--- src/rtl/pe_ctrl_fsm.sv ---
// Sequencer for one processing element.
// Runs a conv job (N taps of load / multiply / accumulate, optional bias beat, write-back)
// or a max-pool job (N compare beats, write-back). It then holds the result until the
// consumer takes it. All strobes are registered decodes of the state. The register-file
// write enables are the exception: they follow the live input handshake, because the
// beat must be captured in the cycle it is transferred.

module pe_ctrl_fsm #(
  parameter int unsigned TAP_W   = 5,
  parameter int unsigned TMO_CYC = 64
) (
  input  logic             clk,
  input  logic             rst,
  input  logic             start,
  input  logic             mode,
  input  logic             use_bias,
  input  logic [TAP_W-1:0] num_taps,
  input  logic             in_valid,
  output logic             in_ready,
  input  logic [1:0]       pe_resp,
  output logic             if_rf_wr_en,
  output logic             wt_rf_wr_en,
  output logic             of_rf_wr_en,
  output logic             mult_en,
  output logic             mult_load,
  output logic             add_en,
  output logic             acc_wr_en,
  output logic             acc_clr,
  output logic             actn_in_sel,
  output logic             wt_in_sel,
  output logic             add_in_sel,
  output logic             pe_out_sel,
  output logic             busy,
  output logic             out_valid,
  input  logic             out_ready,
  output logic             err
);

  localparam int unsigned WC_W = (TMO_CYC > 1) ? $clog2(TMO_CYC) : 1;

  localparam logic [3:0] StIdle  = 4'd0;
  localparam logic [3:0] StClr   = 4'd1;
  localparam logic [3:0] StLoad  = 4'd2;
  localparam logic [3:0] StMload = 4'd3;
  localparam logic [3:0] StMwait = 4'd4;
  localparam logic [3:0] StAwait = 4'd5;
  localparam logic [3:0] StAccw  = 4'd6;
  localparam logic [3:0] StBload = 4'd7;
  localparam logic [3:0] StBwait = 4'd8;
  localparam logic [3:0] StBaccw = 4'd9;
  localparam logic [3:0] StPcmp  = 4'd10;
  localparam logic [3:0] StWrb   = 4'd11;
  localparam logic [3:0] StDone  = 4'd12;

  logic [3:0]       state_q, state_d;
  logic             mode_q, mode_d;
  logic             bias_q, bias_d;
  logic [TAP_W-1:0] taps_q, taps_d;
  logic [TAP_W-1:0] tap_cnt_q, tap_cnt_d;
  logic [TAP_W-1:0] tap_nxt;
  logic [WC_W-1:0]  wait_cnt_q, wait_cnt_d;
  logic             err_q, err_d;
  logic             timeout;
  logic             transfer;

  // Registered strobe copies and their next-state decodes
  logic in_ready_q, in_ready_d;
  logic of_wr_q, of_wr_d;
  logic mult_en_q, mult_en_d;
  logic mult_load_q, mult_load_d;
  logic add_en_q, add_en_d;
  logic acc_wr_q, acc_wr_d;
  logic acc_clr_q, acc_clr_d;
  logic actn_sel_q, actn_sel_d;
  logic wt_sel_q, wt_sel_d;
  logic add_sel_q, add_sel_d;
  logic out_sel_q, out_sel_d;
  logic busy_q, busy_d;
  logic out_valid_q, out_valid_d;

  assign transfer = in_ready_q & in_valid;
  assign tap_nxt  = tap_cnt_q + TAP_W'(1);
  assign timeout  = (wait_cnt_q == WC_W'(TMO_CYC - 1));

  // Next-state, job configuration, tap/wait counters and sticky error
  always_comb begin
    state_d   = state_q;
    mode_d    = mode_q;
    bias_d    = bias_q;
    taps_d    = taps_q;
    tap_cnt_d = tap_cnt_q;
    err_d     = err_q;
    case (state_q)
      StIdle: begin
        if (start) begin
          if (num_taps == '0) begin
            err_d = 1'b1;
          end else begin
            mode_d    = mode;
            bias_d    = use_bias;
            taps_d    = num_taps;
            tap_cnt_d = '0;
            err_d     = 1'b0;
            state_d   = StClr;
          end
        end
      end
      StClr:   state_d = StLoad;
      StLoad: begin
        if (transfer) state_d = mode_q ? StPcmp : StMload;
      end
      StMload: state_d = StMwait;
      StMwait: begin
        if (pe_resp[0]) begin
          state_d = StAwait;
        end else if (timeout) begin
          err_d   = 1'b1;
          state_d = StIdle;
        end
      end
      StAwait: begin
        if (pe_resp[1]) begin
          state_d = StAccw;
        end else if (timeout) begin
          err_d   = 1'b1;
          state_d = StIdle;
        end
      end
      StAccw: begin
        tap_cnt_d = tap_nxt;
        if (tap_nxt == taps_q) state_d = bias_q ? StBload : StWrb;
        else                   state_d = StLoad;
      end
      StBload: begin
        if (transfer) state_d = StBwait;
      end
      StBwait: begin
        if (pe_resp[1]) begin
          state_d = StBaccw;
        end else if (timeout) begin
          err_d   = 1'b1;
          state_d = StIdle;
        end
      end
      StBaccw: state_d = StWrb;
      StPcmp: begin
        tap_cnt_d = tap_nxt;
        state_d   = (tap_nxt == taps_q) ? StWrb : StLoad;
      end
      StWrb:   state_d = StDone;
      StDone: begin
        if (out_ready) state_d = StIdle;
      end
      default: state_d = StIdle;
    endcase
    // Any state change restarts the wait counter, so every wait state starts from zero
    wait_cnt_d = (state_d != state_q) ? '0 : wait_cnt_q + WC_W'(1);
  end

  // Strobe decode of the upcoming state; registered below so outputs are glitch-free
  always_comb begin
    in_ready_d  = 1'b0;
    of_wr_d     = 1'b0;
    mult_en_d   = 1'b0;
    mult_load_d = 1'b0;
    add_en_d    = 1'b0;
    acc_wr_d    = 1'b0;
    acc_clr_d   = 1'b0;
    actn_sel_d  = 1'b0;
    wt_sel_d    = 1'b0;
    add_sel_d   = 1'b0;
    out_sel_d   = 1'b0;
    out_valid_d = 1'b0;
    busy_d      = (state_d != StIdle);
    case (state_d)
      StClr:   acc_clr_d   = 1'b1;
      StLoad:  in_ready_d  = 1'b1;
      StMload: mult_load_d = 1'b1;
      StMwait: mult_en_d   = 1'b1;
      StAwait: add_en_d    = 1'b1;
      StAccw:  acc_wr_d    = 1'b1;
      StBload: in_ready_d  = 1'b1;
      StBwait: begin
        wt_sel_d  = 1'b1;
        add_sel_d = 1'b1;
        add_en_d  = 1'b1;
      end
      StBaccw: acc_wr_d    = 1'b1;
      StPcmp:  actn_sel_d  = 1'b1;
      StWrb: begin
        of_wr_d   = 1'b1;
        out_sel_d = mode_d;
      end
      StDone:  out_valid_d = 1'b1;
      default: ;
    endcase
  end

  // State, configuration and counters
  always_ff @(posedge clk or negedge rst) begin
    if (!rst) begin
      state_q    <= StIdle;
      mode_q     <= 1'b0;
      bias_q     <= 1'b0;
      taps_q     <= '0;
      tap_cnt_q  <= '0;
      wait_cnt_q <= '0;
      err_q      <= 1'b0;
    end else begin
      state_q    <= state_d;
      mode_q     <= mode_d;
      bias_q     <= bias_d;
      taps_q     <= taps_d;
      tap_cnt_q  <= tap_cnt_d;
      wait_cnt_q <= wait_cnt_d;
      err_q      <= err_d;
    end
  end

  // Registered strobes
  always_ff @(posedge clk or negedge rst) begin
    if (!rst) begin
      in_ready_q  <= 1'b0;
      of_wr_q     <= 1'b0;
      mult_en_q   <= 1'b0;
      mult_load_q <= 1'b0;
      add_en_q    <= 1'b0;
      acc_wr_q    <= 1'b0;
      acc_clr_q   <= 1'b0;
      actn_sel_q  <= 1'b0;
      wt_sel_q    <= 1'b0;
      add_sel_q   <= 1'b0;
      out_sel_q   <= 1'b0;
      busy_q      <= 1'b0;
      out_valid_q <= 1'b0;
    end else begin
      in_ready_q  <= in_ready_d;
      of_wr_q     <= of_wr_d;
      mult_en_q   <= mult_en_d;
      mult_load_q <= mult_load_d;
      add_en_q    <= add_en_d;
      acc_wr_q    <= acc_wr_d;
      acc_clr_q   <= acc_clr_d;
      actn_sel_q  <= actn_sel_d;
      wt_sel_q    <= wt_sel_d;
      add_sel_q   <= add_sel_d;
      out_sel_q   <= out_sel_d;
      busy_q      <= busy_d;
      out_valid_q <= out_valid_d;
    end
  end

  assign in_ready    = in_ready_q;
  // Weight RF takes the filter beat in conv LOAD and the bias beat in BLOAD
  assign if_rf_wr_en = transfer & (state_q == StLoad);
  assign wt_rf_wr_en = transfer & (((state_q == StLoad) & ~mode_q) | (state_q == StBload));
  assign of_rf_wr_en = of_wr_q;
  assign mult_en     = mult_en_q;
  assign mult_load   = mult_load_q;
  assign add_en      = add_en_q;
  assign acc_wr_en   = acc_wr_q;
  assign acc_clr     = acc_clr_q;
  assign actn_in_sel = actn_sel_q;
  assign wt_in_sel   = wt_sel_q;
  assign add_in_sel  = add_sel_q;
  assign pe_out_sel  = out_sel_q;
  assign busy        = busy_q;
  assign out_valid   = out_valid_q;
  assign err         = err_q;

endmodule

--- config.mk ---
export PLATFORM = sky130hd
export DESIGN_NAME = pe_ctrl_fsm
export DESIGN_NICKNAME = d
export VERILOG_FILES = /design/src/rtl/pe_ctrl_fsm.sv
export SDC_FILE = /design/constraint.sdc
export NUM_CORES = 1
export LEC_CHECK = 0
export ABC_AREA = 1
export BUFFER_PORTS_ARGS = -buffer_cell sky130_fd_sc_hd__buf_2
export CAP_MARGIN = 40
export CORE_MARGIN = 4
export CORE_UTILIZATION = 51
export CTS_CLUSTER_SIZE = 20
export DETAILED_ROUTE_END_ITERATION = 6
export GPL_ROUTABILITY_DRIVEN = 0
export HOLD_SLACK_MARGIN = 0.03
export PLACE_DENSITY = 0.78
export SYNTH_ARGS = -nofsm -noshare
export SYNTH_HDL_FRONTEND = slang
export SYNTH_SLANG_ARGS = --single-unit
--- constraint.sdc ---
create_clock -name clk -period 1.9 [get_ports clk]
set_input_delay 0.285 -clock clk [delete_from_list [all_inputs] [get_ports clk]]
set_output_delay 0.285 -clock clk [all_outputs]
set_load 0.01 [all_outputs]
==> key figures <==
Synth
  – Syn avg cell area: 8.11 sq um
  – Post-synth top cells: 55 x nand2_1, 35 x dfrtp_1, 30 x inv_1
  – Synth Instances: 244
  – Synth Flop Type: dfrtp_1
  – #FFs+latches synth: 35
  – Synthesized area: 0.00198 sq mm
  – Synth area leader: dfrtp_1
  – Register area share after synthesis: 44.3%
  – Async S/R FF share, synth: 100%
  – YS warnings: 0
  – Number of flops mapped to enable cells by yosys: 0
  – Synth area leaders: dfrtp_1 44%, nand2_1 10%, inv_1 5.7%, nand3_1 5.3%, nor2_1 4.6%
  – Most numerous cell in the Yosys netlist: nand2_1
  – Count of cell types in the netlist: 29
  – Syn Nets: 260
  – Synth top area share: 44.3%

Route
  – Iter 0 DRT Violations: 199
  – Post-route ant nets: 0
  – Vias per inst: 5.45
  – DRT Pass-1 Iters: 4
  – DRC Markers: 0
  – Via count: 1,815
  – WL/cell: 14.4 microns
  – Post-Route WL: 4800 microns

Final layout
  – Filler cell count: 311
  – Area occupied by multi-input gates: 0.00106 sq mm
  – Util after Layout: 65.9%
  – Diodes inserted: 0
  – NumNets Final: 300
  – Register area: 878 sq um
  – Fraction of layout cells with a size suffix above 1: 37.5%
  – Synth-to-Final Area Change: 23.7%

Pwr
  – Static leakage: 1.26 nW
  – Pwr Density: 1580 mW/mm^2
  – Tot Pwr: 3.88 mW
  – Worst vdd ir: 0.000996 V

CTS
  – Clk sinks: 35
  – H-Tree Depth: 2
  – CTS tree: yes
  – Clock buffer depth: 2
  – Number of buffers created by CTS: 5
  – Hold buffers post-CTS: 0
  – Clk_lat worst skew: 290 ps
  – Clock slew at reported path FFs: 70 ps
  – Root buffer cell: clkbuf_8

Global routing
  – Grt ovf: 0
  – Largest net degree at the start of global routing: 36
  – First-pass GRT wire length: 7540 microns
  – Met2 GRT Util: 28.4%
  – GRT Total Usage: 19.1%
  – Vias in the first global route: 1,667
  – Met3 global-route usage: 4.03%
  – GRT met1 Usage: 26.7%
  – Number of antenna violations at the first check in global routing: 0
  – GRT Max-Usage Layer: met2

Timing
  – Final WS setup: 41.6 ps
  – Worst hold slack: 65.4 ps
  – Hold Fails Final Rpt: 0
  – Rel. slew slack: 49.3%
  – Final Skew: 5.69 ps
  – Tmin final: 1860 ps
  – # setup viols final: 0
  – Final TNS setup: 0 ps
  – Final Max Slew Viols: 0
  – RSZ-0062 raised after global routing: true
  – Tcrit/Tclk final: 97.8%
  – Fmax: 538 MHz
  – Slew @ Worst Pin: 760 ps

Setup path
  – Setup slack, reg-to-reg: 40 ps
  – Data required time of the worst path: 2110 ps
  – Startpoint class of the critical path: flop
  – CP max FO: 6
  – Worst Path Arrival: 2070 ps
  – CP endpoint kind: flop
  – Crit Path Class: reg2reg

Status
  – Status: completed

Worst hold path
  – Worst Hold Class: in2async

Floorplanning
  – Die width: 70.3 microns
  – Initial core utilization: 53.2%
  – Die area: 0.00494 sq mm
  – Boundary pin count: 30
  – Core Area: 0.00372 sq mm
  – Row count: 22
  – DIE HEIGHT: 70.3 microns

Placement
  – Worst Setup Slack post-DPL: -6.27 ps
  – Port Buffers: 29
  – DPL Wire Length: 3310 microns

Flow run
  – Max Cap Viol: 0
==> flip-flops by register name, summed over array words and instances (netlist names), 4 cells and up <==
signal,flops
state_q,4
tap_cnt_q,5
taps_q,5
wait_cnt_q,6
==> worst max-delay path: stages (launching register included) <==
cell and delay [ps]:
dfrtp_1 420, ha_4 260, xor2_1 140, nor2_2 110
nand2_1 80, nor2_2 100, nand2_1 80, nand2_2 100
nand2_4 90, nand4_1 130, nand2_4 110, nor3_2 180
==> layer usage <==
| metal | vias to the layer above | wire length, microns |
|---|---|---|
| met5 | - | 0 |
| met4 | 0 | 125 |
| met3 | 12 | 415 |
| met2 | 88 | 2260 |
| met1 | 851 | 2000 |
| li1 | 864 | - |
==> cell usage in the layout (no fill, tap or decap) <==
| cell | instances |
|---|---|
| nor2_2 | 7 |
| buf_4 | 7 |
| nand2_2 | 11 |
| xor2_1 | 5 |
| nand3b_1 | 3 |
| nor3_2 | 7 |
| ha_4 | 1 |
| nand3_1 | 14 |
| inv_2 | 10 |
| nand3_2 | 7 |
| o22ai_1 | 3 |
| o21ai_2 | 1 |
| nor2_1 | 17 |
| o21ai_1 | 2 |
| nand2_4 | 5 |
| a221oi_1 | 1 |
| a21oi_4 | 1 |
| nand3_4 | 3 |
| dfrtp_2 | 2 |
| ha_1 | 1 |
| o22ai_2 | 1 |
| xnor2_1 | 2 |
| a32o_1 | 1 |
| o21ai_0 | 10 |
| a21oi_1 | 3 |
| clkbuf_8 | 7 |
| nand2_1 | 47 |
| clkinvlp_4 | 1 |
| dfrtp_1 | 33 |
| inv_1 | 28 |
| nor2_4 | 4 |
| nand4_1 | 8 |
| a21oi_2 | 3 |
| buf_2 | 29 |
==> what timing repair did <==
| item | CTS | global route |
|---|---|---|
| resized for setup | 1 | 35 |
| setup buffers | 0 | 2 |
| pin swaps | 0 | 7 |
| setup endpoints to repair | 2 | 16 |
| hold endpoints to repair | 0 | 0 |
==> where the power goes <==
| part | leakage (nW) | internal, mW | total, mW | switching, mW |
|---|---|---|---|---|
| logic | 0.752 | 0.728 | 2.13 | 1.40 |
| registers | 0.458 | 0.966 | 1.15 | 0.186 |
| clock network | 0.0505 | 0.330 | 0.597 | 0.267 |
| total | 1.26 | 2.02 | 3.88 | 1.85 |
==> cell type report <==
type / instances / area share (%)
sequential: 35 / 35.9
timing repair buffer: 36 / 8.08
clock inverter: 1 / 0.307
clock buffer: 7 / 3.94
inverter: 38 / 5.83
multi-input combinational: 168 / 43.5
tap: 48 / 2.45
==> worst paths after layout <==
kind,startpoint,to,depth (start not counted)
setup / recovery,tap_cnt_q[1]$_DFFE_PN0P_,wait_cnt_q[0]$_DFF_PN0_,11
hold / removal,rst,acc_wr_en$_DFF_PN0_,1
setup reg to reg,tap_cnt_q[1]$_DFFE_PN0P_,wait_cnt_q[0]$_DFF_PN0_,11
hold reg to reg,taps_q[1]$_DFFE_PN0P_,taps_q[1]$_DFFE_PN0P_,2
max in group asynchronous,rst,state_q[2]$_DFF_PN0_,1
min in group clk,use_bias,bias_q$_DFFE_PN0P_,3
==> metrics by stage <==
step | instances | instance area (sq um)
floorplan | 244 | 1980
global placement | 323 | 2200
detailed placement | 323 | 2200
CTS | 331 | 2310
global route | 333 | 2450
finish | 333 | 2450
==> cell families (layout without fill, tap and decap cells) <==
family | count (synthesis) | count (layout) | synth area share, %
AO/OA/AOI/OAI | 26 | 26 | 8.54
XOR/XNOR | 7 | 7 | 3.10
adder cells (fa/ha/maj) | 2 | 2 | 1.26
buffers and inverters | 41 | 82 | 8.22
flip-flops | 35 | 35 | 44.3
AND/OR/NAND/NOR | 133 | 133 | 34.6
No activity file was read; power rests on OpenSTA's default activity.
